===== src/rtl/au_seq_pkg.sv =====
// au_seq_pkg: shared AU operation codes, FSM state encoding and a code-select helper.
package au_seq_pkg;

    localparam int unsigned NIB_W = 4;
    localparam int unsigned SEL_W = 3;

    localparam logic [SEL_W-1:0] SEL_IDLE = 3'd0;
    localparam logic [SEL_W-1:0] SEL_ADD  = 3'd1;
    localparam logic [SEL_W-1:0] SEL_SUB  = 3'd2;
    localparam logic [SEL_W-1:0] SEL_ADC  = 3'd5;
    localparam logic [SEL_W-1:0] SEL_SBC  = 3'd6;

    typedef enum logic [1:0] {
        ST_IDLE = 2'd0,
        ST_RUN  = 2'd1,
        ST_DONE = 2'd2
    } state_t;

    // First nibble starts a fresh add/sub; later nibbles chain through the AU's held carry.
    function automatic logic [SEL_W-1:0] au_code(input logic sub, input logic first);
        logic [SEL_W-1:0] code;
        if (first) begin
            code = sub ? SEL_SUB : SEL_ADD;
        end else begin
            code = sub ? SEL_SBC : SEL_ADC;
        end
        return code;
    endfunction

endpackage


===== src/rtl/au_seq.sv =====
// au_seq: sequences a multi-nibble add/subtract through an external 4-bit AU,
// one nibble per cycle, LSB first, chaining carry through the AU's held cout.
// Optional feature: define AU_SEQ_OVF_EN to compute the signed overflow flag;
// otherwise ovf is tied to 0.
module au_seq
    import au_seq_pkg::*;
#(
    parameter int unsigned NIBBLES = 4
) (
    input  logic                   clk,
    input  logic                   rst_n,
    input  logic                   start,
    input  logic                   op,
    input  logic [4*NIBBLES-1:0]   op_a,
    input  logic [4*NIBBLES-1:0]   op_b,
    output logic                   busy,
    output logic                   done,
    output logic [4*NIBBLES-1:0]   result,
    output logic                   carry,
    output logic                   zero,
    output logic                   ovf,
    output logic [SEL_W-1:0]       au_sel,
    output logic [NIB_W-1:0]       au_a,
    output logic [NIB_W-1:0]       au_b,
    input  logic [NIB_W-1:0]       au_out,
    input  logic                   au_cout,
    input  logic                   au_z
);

    localparam int unsigned W     = NIB_W * NIBBLES;
    localparam int unsigned IDX_W = (NIBBLES > 1) ? $clog2(NIBBLES) : 1;

    state_t             state_q, state_d;
    logic [IDX_W-1:0]   idx_q, idx_d;
    logic               op_q, op_d;
    logic [W-1:0]       a_q, a_d;
    logic [W-1:0]       b_q, b_d;
    logic [W-1:0]       result_q, result_d;
    logic               carry_q, carry_d;
    logic               zero_q, zero_d;
    logic               busy_q, busy_d;
    logic               done_q, done_d;
    logic [SEL_W-1:0]   sel_q, sel_d;
    logic [NIB_W-1:0]   au_a_q, au_a_d;
    logic [NIB_W-1:0]   au_b_q, au_b_d;
    logic               last_c;

    // Constant-indexed nibble read, avoids variable part-select width issues.
    function automatic logic [NIB_W-1:0] nib_of(input logic [W-1:0] v, input logic [IDX_W-1:0] i);
        logic [NIB_W-1:0] r;
        r = '0;
        for (int k = 0; k < int'(NIBBLES); k++) begin
            if (i == IDX_W'(k)) begin
                r = v[NIB_W*k +: NIB_W];
            end
        end
        return r;
    endfunction

    assign last_c = (idx_q == IDX_W'(NIBBLES - 1));

    // Next-state, datapath capture and registered AU drive for the coming cycle.
    always_comb begin
        state_d  = state_q;
        idx_d    = idx_q;
        op_d     = op_q;
        a_d      = a_q;
        b_d      = b_q;
        result_d = result_q;
        carry_d  = carry_q;
        zero_d   = zero_q;
        busy_d   = 1'b0;
        done_d   = 1'b0;
        sel_d    = SEL_IDLE;
        au_a_d   = '0;
        au_b_d   = '0;

        case (state_q)
            ST_IDLE: begin
                if (start) begin
                    state_d = ST_RUN;
                    op_d    = op;
                    a_d     = op_a;
                    b_d     = op_b;
                    idx_d   = '0;
                    busy_d  = 1'b1;
                    sel_d   = au_code(op, 1'b1);
                    au_a_d  = op_a[NIB_W-1:0];
                    au_b_d  = op_b[NIB_W-1:0];
                end
            end

            ST_RUN: begin
                busy_d = 1'b1;
                for (int k = 0; k < int'(NIBBLES); k++) begin
                    if (idx_q == IDX_W'(k)) begin
                        result_d[NIB_W*k +: NIB_W] = au_out;
                    end
                end
                carry_d = au_cout;
                zero_d  = (idx_q == '0) ? au_z : (zero_q & au_z);
                if (last_c) begin
                    state_d = ST_DONE;
                    idx_d   = '0;
                    done_d  = 1'b1;
                end else begin
                    idx_d  = idx_q + IDX_W'(1);
                    sel_d  = au_code(op_q, 1'b0);
                    au_a_d = nib_of(a_q, idx_d);
                    au_b_d = nib_of(b_q, idx_d);
                end
            end

            ST_DONE: begin
                state_d = ST_IDLE;
            end

            default: begin
                state_d = ST_IDLE;
            end
        endcase
    end

    // State and datapath registers.
    always_ff @(posedge clk or negedge rst_n) begin
        if (!rst_n) begin
            state_q  <= ST_IDLE;
            idx_q    <= '0;
            op_q     <= 1'b0;
            a_q      <= '0;
            b_q      <= '0;
            result_q <= '0;
            carry_q  <= 1'b0;
            zero_q   <= 1'b0;
            busy_q   <= 1'b0;
            done_q   <= 1'b0;
            sel_q    <= SEL_IDLE;
            au_a_q   <= '0;
            au_b_q   <= '0;
        end else begin
            state_q  <= state_d;
            idx_q    <= idx_d;
            op_q     <= op_d;
            a_q      <= a_d;
            b_q      <= b_d;
            result_q <= result_d;
            carry_q  <= carry_d;
            zero_q   <= zero_d;
            busy_q   <= busy_d;
            done_q   <= done_d;
            sel_q    <= sel_d;
            au_a_q   <= au_a_d;
            au_b_q   <= au_b_d;
        end
    end

`ifdef AU_SEQ_OVF_EN
    logic ovf_q, ovf_d;

    // Signed overflow from operand MSBs and the final result nibble's MSB.
    always_comb begin
        ovf_d = ovf_q;
        if (state_q == ST_RUN && last_c) begin
            if (op_q) begin
                ovf_d = (a_q[W-1] != b_q[W-1]) && (au_out[NIB_W-1] != a_q[W-1]);
            end else begin
                ovf_d = (a_q[W-1] == b_q[W-1]) && (au_out[NIB_W-1] != a_q[W-1]);
            end
        end
    end

    // Overflow register.
    always_ff @(posedge clk or negedge rst_n) begin
        if (!rst_n) begin
            ovf_q <= 1'b0;
        end else begin
            ovf_q <= ovf_d;
        end
    end

    assign ovf = ovf_q;
`else
    assign ovf = 1'b0;
`endif

    assign busy   = busy_q;
    assign done   = done_q;
    assign result = result_q;
    assign carry  = carry_q;
    assign zero   = zero_q;
    assign au_sel = sel_q;
    assign au_a   = au_a_q;
    assign au_b   = au_b_q;

endmodule


===== config.mk =====
export PLATFORM = sky130hd
export DESIGN_NAME = au_seq
export DESIGN_NICKNAME = d
export VERILOG_FILES = /design/src/rtl/au_seq_pkg.sv /design/src/rtl/au_seq.sv
export SDC_FILE = /design/constraint.sdc
export NUM_CORES = 1
export LEC_CHECK = 0
export ABC_CLOCK_PERIOD_IN_PS = 1600
export CAP_MARGIN = 20
export CELL_PAD_IN_SITES_DETAIL_PLACEMENT = 0
export CELL_PAD_IN_SITES_GLOBAL_PLACEMENT = 2
export CORE_MARGIN = 1.5
export CORE_UTILIZATION = 29
export DETAILED_ROUTE_END_ITERATION = 8
export PLACE_DENSITY_LB_ADDON = 0.1
export SYNTH_ARGS = -nofsm -noshare
export SYNTH_HDL_FRONTEND = slang
export SYNTH_SLANG_ARGS = --single-unit

===== constraint.sdc =====
create_clock -name clk -period 1.6 [get_ports clk]
set_input_delay 0.24 -clock clk [delete_from_list [all_inputs] [get_ports clk]]
set_output_delay 0.24 -clock clk [all_outputs]
set_load 0.02 [all_outputs]

== Word-level counts from Yosys, hierarchy flattened ==
Index checks and enable logic that the tools add are counted.
Storage, ports and cells
  bits in registers: 68
  output and inout port bits: 32
  bits of input ports: 42
Cells by class
  muxes and demuxes: 30
  reductions and logical operators: 11
  bitwise logic cells: 1
  add/sub/neg operators: 1
  eq/ne operators: 9
Operator list (count)
  two-way mux 4 bit: 12
  case mux 4 bit (2 select lines): 2
  two-way mux 2 bit: 7
  AND reduction 2 bit: 7
  == test 2 bit (second input constant): 4
  case mux 2 bit (2 select lines): 2
  == test 2 x 1 -> 1 bit (second input constant): 3
  logical NOT 2 bit: 3
  case mux 3 bit (2 select lines): 1
  two-way mux 1 bit: 4
  != test 2 bit (second input constant): 2
  two-way mux 3 bit: 1
  adder 2 x 1 -> 2 bit (second input constant): 1
  case mux 1 bit (2 select lines): 1
  nonzero test 2 bit: 1
  bitwise AND 1 bit: 1

== Depth between registers and ports, before layout ==
Gate-level depths: netlist of run 1.
  word-level depth: 8
  depth in mapped cells: 7
  mapped depth without buffers: 5

== Least setup slack after synthesis of run 1 ==
Ideal clock, no wire load.
  path type: flip-flop to flip-flop
  start point: register idx_q[0]
  end point: register au_a_q[0], in the netlist au_a[0]
  path buffers: 1
  period minus slack after synthesis: 1517 ps
  required time: 1468 ps
  path slack: 83 ps
  cell stages (with the launch flop): 7
  data arrival time: 1385 ps
  cells stage by stage: dfrtp_1 > inv_1 > ha_1 > nor2b_1 > clkbuf_1 > a221oi_1 > a21oi_1
Between the ends
  word-level cells in the longest chain between the ends: 8
RTL lines
  start: declaration: line au_seq.sv:34  | logic [IDX_W-1:0] idx_q, idx_d;
  start signal: assignment: line au_seq.sv:142  | idx_q <= idx_d;
  adder 2 x 1 -> 2 bit: line au_seq.sv:107  | idx_d = idx_q + IDX_W'(1);
  logical NOT 2 bit: line au_seq.sv:53  | if (i == IDX_W'(k)) begin
  two-way mux 4 bit (4 in a row): line au_seq.sv:53
  two-way mux 4 bit *: line au_seq.sv:102  | if (last_c) begin
  case mux 4 bit (2 select lines) *: line au_seq.sv:78  | case (state_q)
  named net au_a_d[0]: line au_seq.sv:44  | logic [NIB_W-1:0] au_a_q, au_a_d;
  end signal: assignment: line au_seq.sv:152  | au_a_q <= au_a_d;
  end: declaration: line au_seq.sv:44
The timed path passes the listed nets; every way through them passes the cells marked *.
A chain may end at the register's enable or synchronous reset.

== Worst setup path after layout of run 1 ==
  start point: register idx_q[0]
  end point: register au_b_q[0], in the netlist au_b[0]
Between the ends
  word-level cells in the longest chain between the ends: 8
RTL lines
  adder 2 x 1 -> 2 bit: line au_seq.sv:107
  logical NOT 2 bit: line au_seq.sv:53
  two-way mux 4 bit (4 in a row): line au_seq.sv:53
  two-way mux 4 bit *: line au_seq.sv:102
  case mux 4 bit (2 select lines) *: line au_seq.sv:78
  named net au_b_d[0]: line au_seq.sv:45  | logic [NIB_W-1:0] au_b_q, au_b_d;
  end signal: assignment: line au_seq.sv:153  | au_b_q <= au_b_d;
  end: declaration: line au_seq.sv:45
Marked as above.

==> results of run 1 <==
-- synthesized netlist by cell type --
master     instances  share of area [%]
dfrtp_1           68                 59
mux2_2            50                 20
and2_1             2               0.44
buf_6              2               0.79
a22o_1             1               0.31
buf_2              6                1.0
nand2_1            6               0.79
a21oi_1           10                1.7
o21ai_0            1               0.17
a2bb2oi_1          8                2.4
nor2_1             3               0.39
nor2b_1           10                2.2
or3b_1             1               0.31
buf_4              1               0.26
conb_1             1               0.13
inv_1              4               0.52
clkbuf_1           2               0.26
clkbuf_2           1               0.17
o22ai_1            1               0.22
mux2i_1            1               0.35
a22oi_1            8                2.1
a221oi_1           8                2.4
ha_1               7                3.1
nor3b_2            2               0.87
-- logic make-up after synthesis --
| group | share of synthesized area, % |
|---|---|
| simple gates | 4.976 |
| other cells | 0.1308 |
| fa+ha+maj | 3.055 |
| compound gates | 9.429 |
| mux | 19.99 |
| flops | 59.36 |
| buf+inv | 3.055 |
-- power groups by stage --
stage	registers (mW)	logic, mW	clock network (mW)
detailed placement	3.05	3.87	0
global placement	3.05	3.84	0
CTS	3.02	4.05	1.51
floorplan	3.40	1.88	0
global route	3.13	4.73	1.56
finish	3.01	4.37	1.44
-- layout make-up --
class | instances | area (um2) | area share [%]
clock inverter | 4 | 47.55 | 1.102
multi-input combinational | 120 | 1201 | 27.84
timing repair buffer | 102 | 1027 | 23.81
sequential | 68 | 1702 | 39.44
clock buffer | 12 | 155.1 | 3.596
tap | 133 | 166.4 | 3.857
inverter | 4 | 15.01 | 0.3480
-- worst max-delay path: cells and delay by family (launching register included) --
family                   cells  cell delay (ns)
AO/OA/AOI/OAI                2             0.28
adder cells (fa/ha/maj)      1             0.15
buffers and inverters        2             0.29
flip-flops                   1             0.40
AND/OR/NAND/NOR              1             0.41
-- final timing paths --
kind                             endpoint  slack [ns]
worst min-delay path                 zero        0.43
worst max-delay path              au_b[0]       0.004
worst max register to register    au_b[0]       0.004
worst min register to register  au_sel[0]        0.50
max in group asynchronous        idx_q[1]        0.86
min in group asynchronous          a_q[4]        0.45
-- registers in the layout (all words and copies together) (netlist names) --
signal	count
busy	1
au_b	4
state_q	2
au_sel	3
a_q	16
zero	1
idx_q	2
au_a	4
done	1
b_q	16
carry	1
result	16
op_q	1
-- repair_timing --
action / 4_1_cts / 5_1_grt
buffers inserted: 2 / 3
pin swaps: 1 / 14
setup endpoints to repair: 9 / 27
hold endpoints to repair: 68 / 0
hold buffers: 1 / 0
cloned: 1 / 1
gates resized for setup: 7 / 38
-- routing by layer --
layer | wire (um) | share of wire (%) | up-vias
li1 | - | - | 936
met1 | 2984 | 44 | 980
met2 | 3275 | 48 | 52
met3 | 417 | 6.2 | 8
met4 | 85 | 1.3 | 0
met5 | 0 | 0 | -
-- through the flow --
stage / worst slack, ns / power, mW / instance area, um2 / util [%] / instances
6_report: 0.003833 / 8.822 / 4314 / 44.55 / 443
5_1_grt: -0.03090 / 9.423 / 4314 / 44.55 / 443
4_1_cts: 0.002409 / 8.583 / 4129 / 42.64 / 439
3_5_place_dp: -0.1460 / 6.923 / 3872 / 39.99 / 419
3_3_place_gp: -0.1326 / 6.887 / 3872 / 39.99 / 419
2_1_floorplan: 0.08325 / 5.282 / 2867 / - / 204
==> impl_metrics.yaml, run 1 <==
sta:
  rsz0062_at_grt: "yes"
  hold_viol: 0
  fin_skew_ns: 0.008060
  final-setup-viol-count: 0
  fin_crit_sh_pct: 99.76
  fin_tns_setup_ns: 0
  finalMaxSlewViolations: 0
  fin_hold_ws_ns: 0.4329
  fin_crit_ns: 1.596
  timing.fmax_mhz: 626.5
clock_tree:
  cts.clk_slew.worst_paths_ns: 0.07
  cts_buffer_depth: 2
  cts_tree: "yes"
  clock_latency_ns: 0.35
  cts_buffers: 9
  htree_levels: 3
  cts_root_buf: "clkbuf_8"
  clock_sinks: 68
finish:
  layout_commonest_cell: "dfrtp_1"
  final_cell_mix: "dfrtp_1, clkdlybuf4s50_1, mux2_2"
  nNetsFinal: 354
  area_growth_pct: 50.50
  drive_gt1_share_pct: 37.74
  fillers: 942
  antenna_cells: 0
worst_setup_path:
  crit_path_cell_trace: "buf_6 -> ha_4 -> or3b_4 -> buf_8 -> a2bb2oi_2 -> a21oi_1"
  r2r_start: "idx_q[0]"
  cpPeakStageDelay_ns: 0.41
  startpoint_type: "flip-flop"
  crit_arrival_ns: 1.87
  crit_start: "idx_q[0]"
  cp_slowest_cell: "or3b_4"
  ff2ff_path_depth: 6
  critPathCaptureType: "flip-flop"
  crit_type: "flip-flop to flip-flop"
  cp_max_fo: 6
  cp.required_ns: 1.87
pwr:
  p_clk_share_pct: 16.4
  power.internal_mw: 5.849
  peakVddDrop_mv: 0.9160
  leakage_nw: 1.856
  switching_share_pct: 33.70
  p_comb_share_pct: 49.5
  switchingPower_mw: 2.973
  seqPwrFrac_pct: 34.1
  power.density_nw_per_um2: 2045
route:
  wire_per_inst_um: 15.26
  drt_iter0_drc: 55
  drtPass1Iterations: 4
  via_per_inst: 4.460
  vias: 1976
  drt-total-wl_um: 6762
  ant_nets: 0
  drc: 0
global_routing:
  grt_use_met1_pct: 16.99
  grt_pass1_vias: 2088
  met3_usage_pct: 4.651
  grt_antenna_before_repair: 0
  grt_use_total_pct: 13.82
  grt_pass1_wl_um: 10730
  grt_max_degree: 69
  grt.overflow.total: 0
  grt_util_met2_pct: 22.01
  grt_most_used_layer: "met2"
yosys:
  syn_nets: 253
  syn_inst: 204
  synth-seq-area-share_pct: 59.36
  synthDistinctLibCells: 24
  syn-cell-area_um2: 2866
  synth-seq-cells: 68
  ys.warnings.count: 0
  post_synth.cell_area_avg_um2: 14.05
outcome:
  status: "finished clean"
place:
  gp_congestion: 0.6911
  io_buffers: 72
  dp_hpwl_um: 4356
floorplan:
  io_pins: 74
  initial_core_util_pct: 29.60
  core_um2: 9684
  dieHeight_um: 102.4
  dieArea_um2: 10490
  rows: 36
  fp.dieW_um: 102.4
hold_path:
  hold_path.class: "input pin to flip-flop"
  hold_start: "au_z"
  worstHoldPathCells: 3
run:
  drv_cap: 0
Note: power is estimated with default switching activity, not from simulation.
==> run 2: changes to the inputs <==
--- a/config.mk
+++ b/config.mk
@@ -11,6 +11,7 @@
 export CELL_PAD_IN_SITES_GLOBAL_PLACEMENT = 2
 export CORE_MARGIN = 1.5
 export CORE_UTILIZATION = 29
+export CTS_CLUSTER_DIAMETER = 200
 export DETAILED_ROUTE_END_ITERATION = 8
 export PLACE_DENSITY_LB_ADDON = 0.1
 export SYNTH_ARGS = -nofsm -noshare
==> results of run 2 <==
Final layout, timing and power as in run 1 (identical DEF).
==> run 3: changes to the inputs <==
--- a/config.mk
+++ b/config.mk
@@ -5,14 +5,15 @@
 export SDC_FILE = /design/constraint.sdc
 export NUM_CORES = 1
 export LEC_CHECK = 0
-export ABC_CLOCK_PERIOD_IN_PS = 1600
+export ABC_CLOCK_PERIOD_IN_PS = 1950
 export CAP_MARGIN = 20
 export CELL_PAD_IN_SITES_DETAIL_PLACEMENT = 0
 export CELL_PAD_IN_SITES_GLOBAL_PLACEMENT = 2
 export CORE_MARGIN = 1.5
-export CORE_UTILIZATION = 29
+export CORE_UTILIZATION = 40
 export CTS_CLUSTER_DIAMETER = 200
 export DETAILED_ROUTE_END_ITERATION = 8
+export DONT_BUFFER_PORTS = 1
 export PLACE_DENSITY_LB_ADDON = 0.1
 export SYNTH_ARGS = -nofsm -noshare
 export SYNTH_HDL_FRONTEND = slang
==> constraint.sdc (replaced) <==
create_clock -name clk -period 1.95 [get_ports clk]
set_input_delay 0.2925 -clock clk [delete_from_list [all_inputs] [get_ports clk]]
set_output_delay 0.2925 -clock clk [all_outputs]
set_load 0.02 [all_outputs]
==> impl_metrics.yaml, run 3 (synthesized netlist as in run 1, its figures left out) <==
sta:
  timing.fmax_mhz: 561.7
  rsz0062_at_grt: "no"
  setup_slack_ns: 0.1698
  slew_headroom_pct: 50.03
  fin_crit_ns: 1.780
  fin_skew_ns: 0.01133
  final-setup-viol-count: 0
  fin_tns_setup_ns: 0
  tightestPinTransition_ns: 0.7480
  finalMaxSlewViolations: 0
  hold_viol: 0
  fin_crit_sh_pct: 91.29
clock_tree:
  cts_buffer_depth: 2
  cts.clk_slew.worst_paths_ns: 0.07
  clock_latency_ns: 0.34
  cts_buffers: 9
  cts_root_buf: "clkbuf_8"
  htree_levels: 3
  clock_sinks: 68
  cts_tree: "yes"
  cts_setup_buffers: 0
route:
  ant_nets: 0
  wire_per_inst_um: 18.19
  drc: 0
  via_per_inst: 5.285
  drt-total-wl_um: 5676
  vias: 1649
  drtPass1Iterations: 4
  drt_iter0_drc: 54
global_routing:
  grt_antenna_before_repair: 0
  grt_pass1_vias: 1717
  grt_use_total_pct: 15.29
  grt_pass1_wl_um: 8687
  grt_max_degree: 69
  grt.overflow.total: 0
worst_setup_path:
  r2r_slack_ns: 0.17
  r2r-end: "au_b[2]"
  cp_max_fo: 8
  r2r_start: "idx_q[0]"
  cp.required_ns: 2.20
  crit_type: "flip-flop to flip-flop"
  crit_arrival_ns: 2.03
  critPathCaptureType: "flip-flop"
  ff2ff_path_depth: 5
  startpoint_type: "flip-flop"
pwr:
  p_clk_share_pct: 18.6
  totalPowerFinal_mw: 5.837
  switching_share_pct: 36.38
  p_comb_share_pct: 31.5
  seqPwrFrac_pct: 49.8
  peakVddDrop_mv: 0.6816
  leakage_nw: 1.354
  power.internal_mw: 3.713
  switchingPower_mw: 2.124
  power.density_nw_per_um2: 1832
floorplan:
  core_um2: 6869
  dieHeight_um: 87.66
  io_pins: 74
  initial_core_util_pct: 41.73
  rows: 30
  fp.dieW_um: 87.66
  dieArea_um2: 7683
place:
  dp_hpwl_um: 3872
  gp_congestion: 0.7093
  io_buffers: 0
  pre_cts_ws_ns: 0.1614
hold_path:
  hold_path.class: "input pin to flip-flop"
  worstHoldPathCells: 1
  hold_start: "op"
  min_to: "au_sel[0]"
finish:
  layout_commonest_cell: "dfrtp_1"
  final_cell_mix: "dfrtp_1, mux2_2, nor2b_1, a21oi_1, clkbuf_8"
  area_growth_pct: 11.17
  fillers: 599
  drive_gt1_share_pct: 33.80
  nNetsFinal: 260
  antenna_cells: 0
run:
  drv_cap: 0
outcome:
  status: "finished clean"
-- run 3: cell count changes in the layout (fill, tap and decap cells not counted), moves of 3 or more --
cell | previous run | this run
clkdlybuf4s50_1 | 63 | 0
buf_6 | 7 | 0
a2bb2oi_2 | 7 | 0
ha_1 | 3 | 7
a2bb2oi_1 | 1 | 8
nor2b_1 | 6 | 10
buf_4 | 17 | 6
dlymetal6s2s_1 | 8 | 0
nor2b_2 | 3 | 0
ha_4 | 3 | 0
-- run 3: how the worst max path moves through the flow --
| stage | start | cells after the start | end | slack, ns |
|---|---|---|---|---|
| floorplan | idx_q[0] | 6 | au_a[0] | 0.43 |
| global placement | idx_q[0] | 5 | au_a[0] | 0.22 |
| detailed placement | idx_q[0] | 4 | au_b[2] | 0.16 |
| CTS | idx_q[0] | 4 | au_b[2] | 0.14 |
| global route | idx_q[0] | 5 | au_b[2] | 0.002 |
| finish | idx_q[0] | 5 | au_b[2] | 0.17 |
-- run 3: layout make-up --
| type | instances | area (um2) | share of cell area, % |
|---|---|---|---|
| inverters | 4 | 15.01 | 0.4711 |
| flip-flops and latches | 68 | 1702 | 53.40 |
| clock inverters | 5 | 52.55 | 1.649 |
| well taps | 96 | 120.1 | 3.769 |
| repair buffers | 8 | 82.58 | 2.591 |
| multi-input cells | 120 | 1084 | 34.00 |
| clock buffers | 11 | 131.4 | 4.122 |
-- run 3: metrics by stage --
| stage | std cells | utilization, % | hold WS (ns) | cell area (um2) |
|---|---|---|---|---|
| floorplan | 204 | - | -0.003091 | 2867 |
| global placement | 294 | 43.17 | -0.001398 | 2965 |
| detailed placement | 294 | 43.17 | -0.001612 | 2965 |
| CTS | 312 | 46.39 | 0.05233 | 3187 |
| global route | 312 | 46.39 | 0.06833 | 3187 |
| finish | 312 | 46.39 | 0.07722 | 3187 |
-- run 3: critical path: stages, from the launching register on --
cell and delay [ns]:
dfrtp_1 0.45, inv_1 0.13, ha_1 0.17, nor2b_1 0.61, a221oi_1 0.17, a21oi_1 0.18
-- run 3: per-layer routing --
metal	part of all wire (%)	vias up	track usage, %	wire [um]
met3	6.0	10	4.713	341
met1	41	848	17.97	2334
met4	1.7	0	7.359	95
met5	0	-	0	0
li1	-	746	-	-
met2	51	45	25.52	2904
-- run 3: repair_timing --
action / in CTS / in global routing
hold endpoints to repair: 68 / 0
hold buffers: 2 / 0
resized for setup: 0 / 0
-- run 3: power groups by stage --
stage / Sequential, mW / Combinational, mW / Clock [mW]
floorplan: 2.79 / 1.54 / 0
global placement: 2.92 / 1.76 / 0
detailed placement: 2.95 / 1.84 / 0
CTS: 2.93 / 1.88 / 1.12
global route: 3.00 / 2.04 / 1.19
finish: 2.91 / 1.84 / 1.09
